[src/rtl/gemvtile_instr_arbiter.sv]
// gemvtile_instr_arbiter: round-robin arbiter sharing one gemvtile instruction port among NREQ requesters,
// with a one-entry holding register, busy-aware issue, sequence lock and lock timeout.
// Optional: define GEMVTILE_ARB_STATS_EN to add per-requester saturating issue counters (issue_count).
module gemvtile_instr_arbiter #(
    parameter int NREQ         = 4,
    parameter int INSTR_WIDTH  = 30,
    parameter int TOKEN_WIDTH  = 16,
    parameter int LOCK_TIMEOUT = 64
) (
    input  logic                                clk,
    input  logic                                rst,
    input  logic [NREQ-1:0]                     req_valid,
    output logic [NREQ-1:0]                     req_ready,
    input  logic [NREQ-1:0][INSTR_WIDTH-1:0]    req_instr,
    input  logic [NREQ-1:0][TOKEN_WIDTH-1:0]    req_token,
    input  logic [NREQ-1:0]                     req_lock,
    output logic [INSTR_WIDTH-1:0]              instruction,
    output logic [TOKEN_WIDTH-1:0]              token_in,
    output logic                                inputValid,
    input  logic                                busy,
    output logic [$clog2(NREQ)-1:0]             grant_id,
    output logic                                locked,
`ifdef GEMVTILE_ARB_STATS_EN
    output logic [NREQ-1:0][15:0]               issue_count,
`endif
    output logic                                lock_timeout_pulse
);
    localparam int GW = $clog2(NREQ);
    localparam int CW = (LOCK_TIMEOUT > 0) ? $clog2(LOCK_TIMEOUT + 1) : 1;
    localparam logic [NREQ-1:0] ONE = NREQ'(1);
    localparam logic [1:0] S_IDLE   = 2'd0;
    localparam logic [1:0] S_ISSUE  = 2'd1;
    localparam logic [1:0] S_SETTLE = 2'd2;

    logic [1:0]             state_q, state_d;
    logic [GW-1:0]          ptr_q, grant_q, cand, idx;
    logic [INSTR_WIDTH-1:0] instr_q;
    logic [TOKEN_WIDTH-1:0] token_q;
    logic                   locked_q;
    logic [CW-1:0]          cnt_q, cnt_d;
    logic [NREQ-1:0]        elig;
    logic                   found, idle, xfer, count_en, timeout;

    assign idle     = state_q == S_IDLE;
    assign elig     = locked_q ? (req_valid & (ONE << grant_q)) : req_valid;
    assign xfer     = idle & found;
    assign count_en = idle & locked_q & ~req_valid[grant_q] & (LOCK_TIMEOUT != 0);
    assign timeout  = count_en & (cnt_q == CW'(LOCK_TIMEOUT));
    assign cnt_d    = (count_en & ~timeout) ? cnt_q + 1'b1 : (idle ? '0 : cnt_q);
    assign state_d  = (state_q == S_ISSUE) ? (busy ? S_ISSUE : S_SETTLE) : (xfer ? S_ISSUE : S_IDLE);

    assign req_ready          = (xfer & ~rst) ? (ONE << cand) : '0;
    assign inputValid         = (state_q == S_ISSUE) & ~busy;
    assign instruction        = instr_q;
    assign token_in           = token_q;
    assign grant_id           = grant_q;
    assign locked             = locked_q;
    assign lock_timeout_pulse = timeout;

    // Pick the first eligible requester after the round-robin pointer, wrapping around
    always_comb begin
        cand  = '0;
        idx   = '0;
        found = 1'b0;
        for (int k = 1; k <= NREQ; k++) begin
            idx = GW'((int'(ptr_q) + k) % NREQ);
            if (!found && elig[idx]) begin
                found = 1'b1;
                cand  = idx;
            end
        end
    end

    // FSM, holding register, grant/pointer and lock tracking
    always_ff @(posedge clk or posedge rst) begin
        if (rst) begin
            state_q  <= S_IDLE;
            ptr_q    <= GW'(NREQ - 1);
            grant_q  <= '0;
            instr_q  <= '0;
            token_q  <= '0;
            locked_q <= 1'b0;
            cnt_q    <= '0;
        end else begin
            state_q <= state_d;
            cnt_q   <= cnt_d;
            if (xfer) begin
                instr_q  <= req_instr[cand];
                token_q  <= req_token[cand];
                grant_q  <= cand;
                ptr_q    <= cand;
                locked_q <= req_lock[cand];
            end else if (timeout) begin
                locked_q <= 1'b0;
            end
        end
    end

`ifdef GEMVTILE_ARB_STATS_EN
    logic [NREQ-1:0][15:0] stat_q;

    // Count issues per owner, saturating at all-ones
    always_ff @(posedge clk or posedge rst) begin
        if (rst) stat_q <= '0;
        else if (inputValid && stat_q[grant_q] != 16'hFFFF) stat_q[grant_q] <= stat_q[grant_q] + 16'd1;
    end

    assign issue_count = stat_q;
`endif
endmodule

[config.mk]
export PLATFORM = sky130hd
export DESIGN_NAME = gemvtile_instr_arbiter
export DESIGN_NICKNAME = d
export VERILOG_FILES = /design/src/rtl/gemvtile_instr_arbiter.sv
export SDC_FILE = /design/constraint.sdc
export NUM_CORES = 1
export LEC_CHECK = 0
export ABC_AREA = 1
export CAP_MARGIN = 15
export CORE_MARGIN = 1
export CORE_UTILIZATION = 35
export CTS_CLUSTER_DIAMETER = 60
export DETAILED_ROUTE_END_ITERATION = 8
export PLACE_DENSITY = 0.71
export SYNTH_ARGS = -nofsm -noshare
export SYNTH_HDL_FRONTEND = slang
export SYNTH_SLANG_ARGS = --single-unit
[constraint.sdc]
create_clock -name clk -period 3.3 [get_ports clk]
set_input_delay 0.495 -clock clk [delete_from_list [all_inputs] [get_ports clk]]
set_output_delay 0.495 -clock clk [all_outputs]
set_load 0.005 [all_outputs]
Word-level counts from Yosys, hierarchy flattened
Cells that the tools add are included.

operators by class
  $add $sub $neg = 5
  order comparisons = 6
  equality and inequality tests = 2
  shift operators = 2
  muxes and demuxes = 33
  bitwise gates (word level) = 12
  reductions and logical operators = 9

operators by type and width
  kind                                                count
  binary-select mux 30 bit (select 2 bit)             1
  binary-select mux 16 bit (select 2 bit)             1
  two-way mux 30 bit                                  1
  < comparator 2 x 3 -> 1 bit, second input constant  6
  two-way mux 16 bit                                  1
  two-way mux 7 bit                                   2
  two-way mux 1 bit                                   13
  binary-select mux 1 bit (select 2 bit)              6
  two-way mux 2 bit                                   6
  two-way mux 4 bit                                   2
  << shifter 1 x 2 -> 4 bit, first input constant     2
  adder 7 x 1 -> 7 bit, second input constant         1
  AND 1 bit                                           7
  == test 7 bit, second input constant                1
  adder 2 x 1 -> 2 bit, second input constant         2
  adder 2 bit, second input constant                  2
  AND 4 bit                                           1
  NOT 1 bit                                           4
  nonzero test 2 bit                                  2
  logical AND 1 bit                                   3
  logical NOT 1 bit                                   3
  == test 2 x 1 -> 1 bit, second input constant       1
  logical NOT 2 bit                                   1

word-level totals
  bits in registers = 60
  output and inout bits = 55
  logic and storage cells = 76

Logic depth before layout (Yosys ltp)
Gate-level depths: netlist (run 1).

  depth in word-level cells = 18
  depth in mapped cells = 19
  mapped depth without buffers = 17

Least setup slack after synthesis (run 1)
OpenSTA, ideal clock, no wires.

  path kind = input-to-output
  from = input rst
  to = output req_ready[2]
  arrival time = 2.301 ns
  required time = 2.805 ns
  path slack = 0.504 ns
  cell stages on the path = 3
  buffers on the path = 0
  cells stage by stage = inv_1 > nand2_1 > nor3_1

on the way
  cells in the longest elaborated chain, start to end = 3

ends and longest elaborated chain
  item                line  source
  start: declaration  11    input logic rst,
  NOT 1 bit           52    assign req_ready = (xfer & ~rst) ? (ONE << cand) : '0;
  AND 1 bit           52
  two-way mux 4 bit   52
  end: declaration    13    output logic [NREQ-1:0] req_ready,

Every way passes these cells.

Worst setup path in the final report (run 1)
  from = input req_valid[3]
  to = output req_ready[1]

on the way
  cells in the longest elaborated chain, start to end = 17
  elaborated cells on any way between the ends = 28
  those cells by class = shift: 1; mux: 18; bitwise: 3; reduce/logical: 6

ends and longest elaborated chain
  item                                     line  source
  start: declaration                       12    input logic [NREQ-1:0] req_valid,
  AND 4 bit                                45    assign elig = locked_q ? (req_valid & (ONE << grant_q)) : req_valid;
  two-way mux 4 bit *                      45
  binary-select mux 1 bit (select 2 bit)   67    if (!found && elig[idx]) begin
  two-way mux 1 bit (implied by the code)  67
  two-way mux 1 bit                        67
  logical NOT 1 bit                        67
  logical AND 1 bit                        67
  two-way mux 1 bit                        67
  logical NOT 1 bit                        67
  logical AND 1 bit                        67
  two-way mux 1 bit                        67
  logical NOT 1 bit                        67
  logical AND 1 bit                        67
  two-way mux 1 bit                        67
  AND 1 bit                                46    assign xfer = idle & found;
  AND 1 bit                                52
  two-way mux 4 bit *                      52

Mark *: on every way between the ends. The rest lies on a longest branch, timed or not. The select of a mux whose other input is x is not followed.

==> results of run 1 <==
## through the flow
stage	total power, W	setup WS [ns]	cell area [µm²]	util, %
after floorplan	0.007000	0.5035	4602	-
after global placement	0.009013	0.1247	7146	56.17
after detailed placement	0.009083	0.08423	7146	56.17
after CTS	0.009953	0.07932	7403	58.19
after global routing	0.01109	0.04792	7418	58.31
final	0.009827	0.2238	7418	58.31
## metal layers
metal / up-vias / share of wire [%] / GRT usage, %
met1: 2510 / 42 / 27.16
met4: 0 / 1.9 / 7.848
met5: - / 0 / 0
met2: 194 / 49 / 40.51
met3: 22 / 7.5 / 5.501
li1: 2914 / - / -
## flip-flops by register name (all words and copies together), names as in the netlist
name / count
ptr_q: 2
grant_id: 2
cnt_q: 7
instruction: 30
state_q: 2
token_in: 16
locked: 1
## worst paths after layout
path	start	slack, ns	to	cells past startpoint
max	req_valid[3]	0.22	req_ready[1]	14
min	instruction[25]	0.47	instruction[25]	2
max reg2reg	ptr_q[0]	0.85	instruction[8]	15
min reg2reg	instruction[25]	0.47	instruction[25]	2
max in group asynchronous	rst	2.04	cnt_q[6]	3
min in group asynchronous	rst	0.76	token_in[7]	3
## cell type report
class,count,area share [%]
tap,172,2.901
timing repair buffer,259,35.05
clock inverter,6,0.4385
sequential,60,20.27
multi-input combinational,666,37.29
clock buffer,9,3.036
inverter,20,1.012
## what timing repair did
item | CTS | global route
gates resized for setup | 0 | 5
setup buffers | 0 | 0
endpoints found under the setup margin | 0 | 4
## cell families after synthesis
logic type                 Yosys count  synth area share [%]
and+or+nand+nor                    648                 56.88
xor gates and xnor gates             4                0.9246
buffers and inverters               71                 7.640
adders and majority gates            2                0.5437
DFF                                 60                 32.68
AOI/OAI and AO/OA                   12                 1.332
## cells in the final DEF, fill, tap and decap left out, types with 4 or more instances in the layout
master,instances
a21oi_1,4
buf_4,8
clkbuf_16,9
clkdlybuf4s50_1,246
clkinv_2,5
dfrtp_1,58
inv_1,15
inv_2,5
nand2_1,499
nand3_1,116
nor2_1,12
nor3_1,9
o21ai_0,4
## where the power goes
part	internal, W	switching (W)	total, W
Sequential	0.00111	0.000197	0.00131
Combinational	0.00275	0.00496	0.00770
Clock	0.000495	0.000318	0.000814
## worst max-delay path: cells and delay by family
family,cells,cell delay (ns)
and+or+nand+nor,11,1.00
buffers and inverters,3,1.07
==> impl_metrics.csv, run 1 <==
group,metric,value,unit
logic_synthesis,netlist.top_cell.by_area,"nand2_1",
sta,fin_tns_setup,0,ns
cells_and_area,area_delta_synth_final,61.20,%
critical_path,critical_path_required,2.80,ns
detailed_routing,drt-pass1-iter-count,4,
die,rows,41,
global_route,grt_max_degree,95,
logic_synthesis,netlist_top_cells_area,"nand2_1, dfrtp_1, nand3_1",
clocking,insertion_delay,0.32,ns
clocking,cts_htree_levels,3,
die,die_w,116.7,µm
logic_synthesis,synthArstFlopShare,100.0,%
clocking,numClockSinks,60,
detailed_routing,ant_nets,0,
die,die_y,116.7,µm
sta,whs,0.4749,ns
critical_path,crit_fanout,4,
power_and_ir_drop,peakVddDrop,1207,µV
global_route,antenna_found_initial,0,
cells_and_area,nNetsFinal,1213,
cells_and_area,multi_input_area,0.002766,mm²
sta,timing.final.crit_share,93.22,%
detailed_routing,vias,5640,
logic_synthesis,yosys_register_bits,60,
global_route,gr-total-overflow,0,
die,dieArea,0.01361,mm²
sta,hold_violations,0,
hold_path,worst_hold_path_type,"reg2reg",
logic_synthesis,yosysUniqueCellTypes,26,
logic_synthesis,syn_area,0.004602,mm²
clocking,cts_hold_buf,0,
die,start_util,36.17,%
detailed_routing,routed_wl,15840,µm
global_route,grt_pass1_vias,5147,
cells_and_area,fill_cells,1311,
critical_path,arrival,2.58,ns
clocking,tritoncts,"built",
sta,setup_viol,0,
placement,place_inst,1177,
clocking,cts_buffer_depth,2,
logic_synthesis,ys_seq_area_share,32.68,%
sta,period_minus_slack,3.076,ns
detailed_routing,drc_errors,0,
logic_synthesis,syn_inst,797,
sta,max_freq,0.3251,GHz
placement,dp_hpwl,10890,µm
sta,worst_pin_slew,0.7793,ns
critical_path,slowest_delay,0.51,ns
global_route,grt_pass1_wl,24540,µm
clocking,path_clk_slew,0.05,ns
sta,fin_worst_skew,0.008497,ns
logic_synthesis,ys_warn_count,0,
logic_synthesis,synth_nets,994,
cells_and_area,fin_cells,1192,
global_route,grt_use_total,22.94,%
clocking,cts_buffers,9,
cells_and_area,seqCellArea,0.001504,mm²
logic_synthesis,ys.flop_type,"dfrtp_1",
logic_synthesis,synth_edf_count,0,
placement,place_congestion,0.8427,
critical_path,crit_type,"in2out",
logic_synthesis,synth_top_area_share,40.78,%
cells_and_area,drive_gt1_share,4.216,%
logic_synthesis,synth_common_cells,"nand2_1, nand3_1, dfrtp_1",
run_status,status,"finished, final reports clean",
critical_path,critPathCaptureType,"output port",
detailed_routing,avgViaCountPerCell,4.732,
sta,rsz0062_at_grt,"no",
clocking,root_buffer,"clkbuf_16",
die,io-pin-count,250,
critical_path,crit_chain,"clkdlybuf4s50_1 -> nand3_1 -> nand3_1 -> nand2_1 -> nor2_2 -> nor2_2 -> nand2_1 -> nor2_2 -> nand2_4 -> nand2_2 -> inv_2 -> nand2_1 -> nor3_2 -> clkdlybuf4s50_1",
critical_path,slowest_stage,"clkdlybuf4s50_1",
flow_run,maxCapViolations,0,
logic_synthesis,synth_area_per_cell,5.774,µm²
die,core,0.01272,mm²
logic_synthesis,synth_most_common_cell,"nand2_1",
detailed_routing,drt_iter0_drc,273,
critical_path,cp-start-kind,"primary input",
cells_and_area,antenna_cells,0,
detailed_routing,wire_per_inst,13.29,µm
sta,slew_violations,0,
sta,max-slew-margin-rel,48.05,%
power_and_ir_drop,power.leakage,3.873,nW
placement,numPortBuffers,249,
power_and_ir_drop,powerDensity,1325,mW/mm²
Power figures use the tool's default switching activity.
==> run 2, diff against run 1 <==
--- a/config.mk
+++ b/config.mk
@@ -6,10 +6,10 @@
 export NUM_CORES = 1
 export LEC_CHECK = 0
 export ABC_AREA = 1
+export ABC_CLOCK_PERIOD_IN_PS = 3300
 export CAP_MARGIN = 15
 export CORE_MARGIN = 1
 export CORE_UTILIZATION = 35
-export CTS_CLUSTER_DIAMETER = 60
 export DETAILED_ROUTE_END_ITERATION = 8
 export PLACE_DENSITY = 0.71
 export SYNTH_ARGS = -nofsm -noshare
==> results of run 2 <==
Final layout, timing and power as in run 1 (identical DEF).
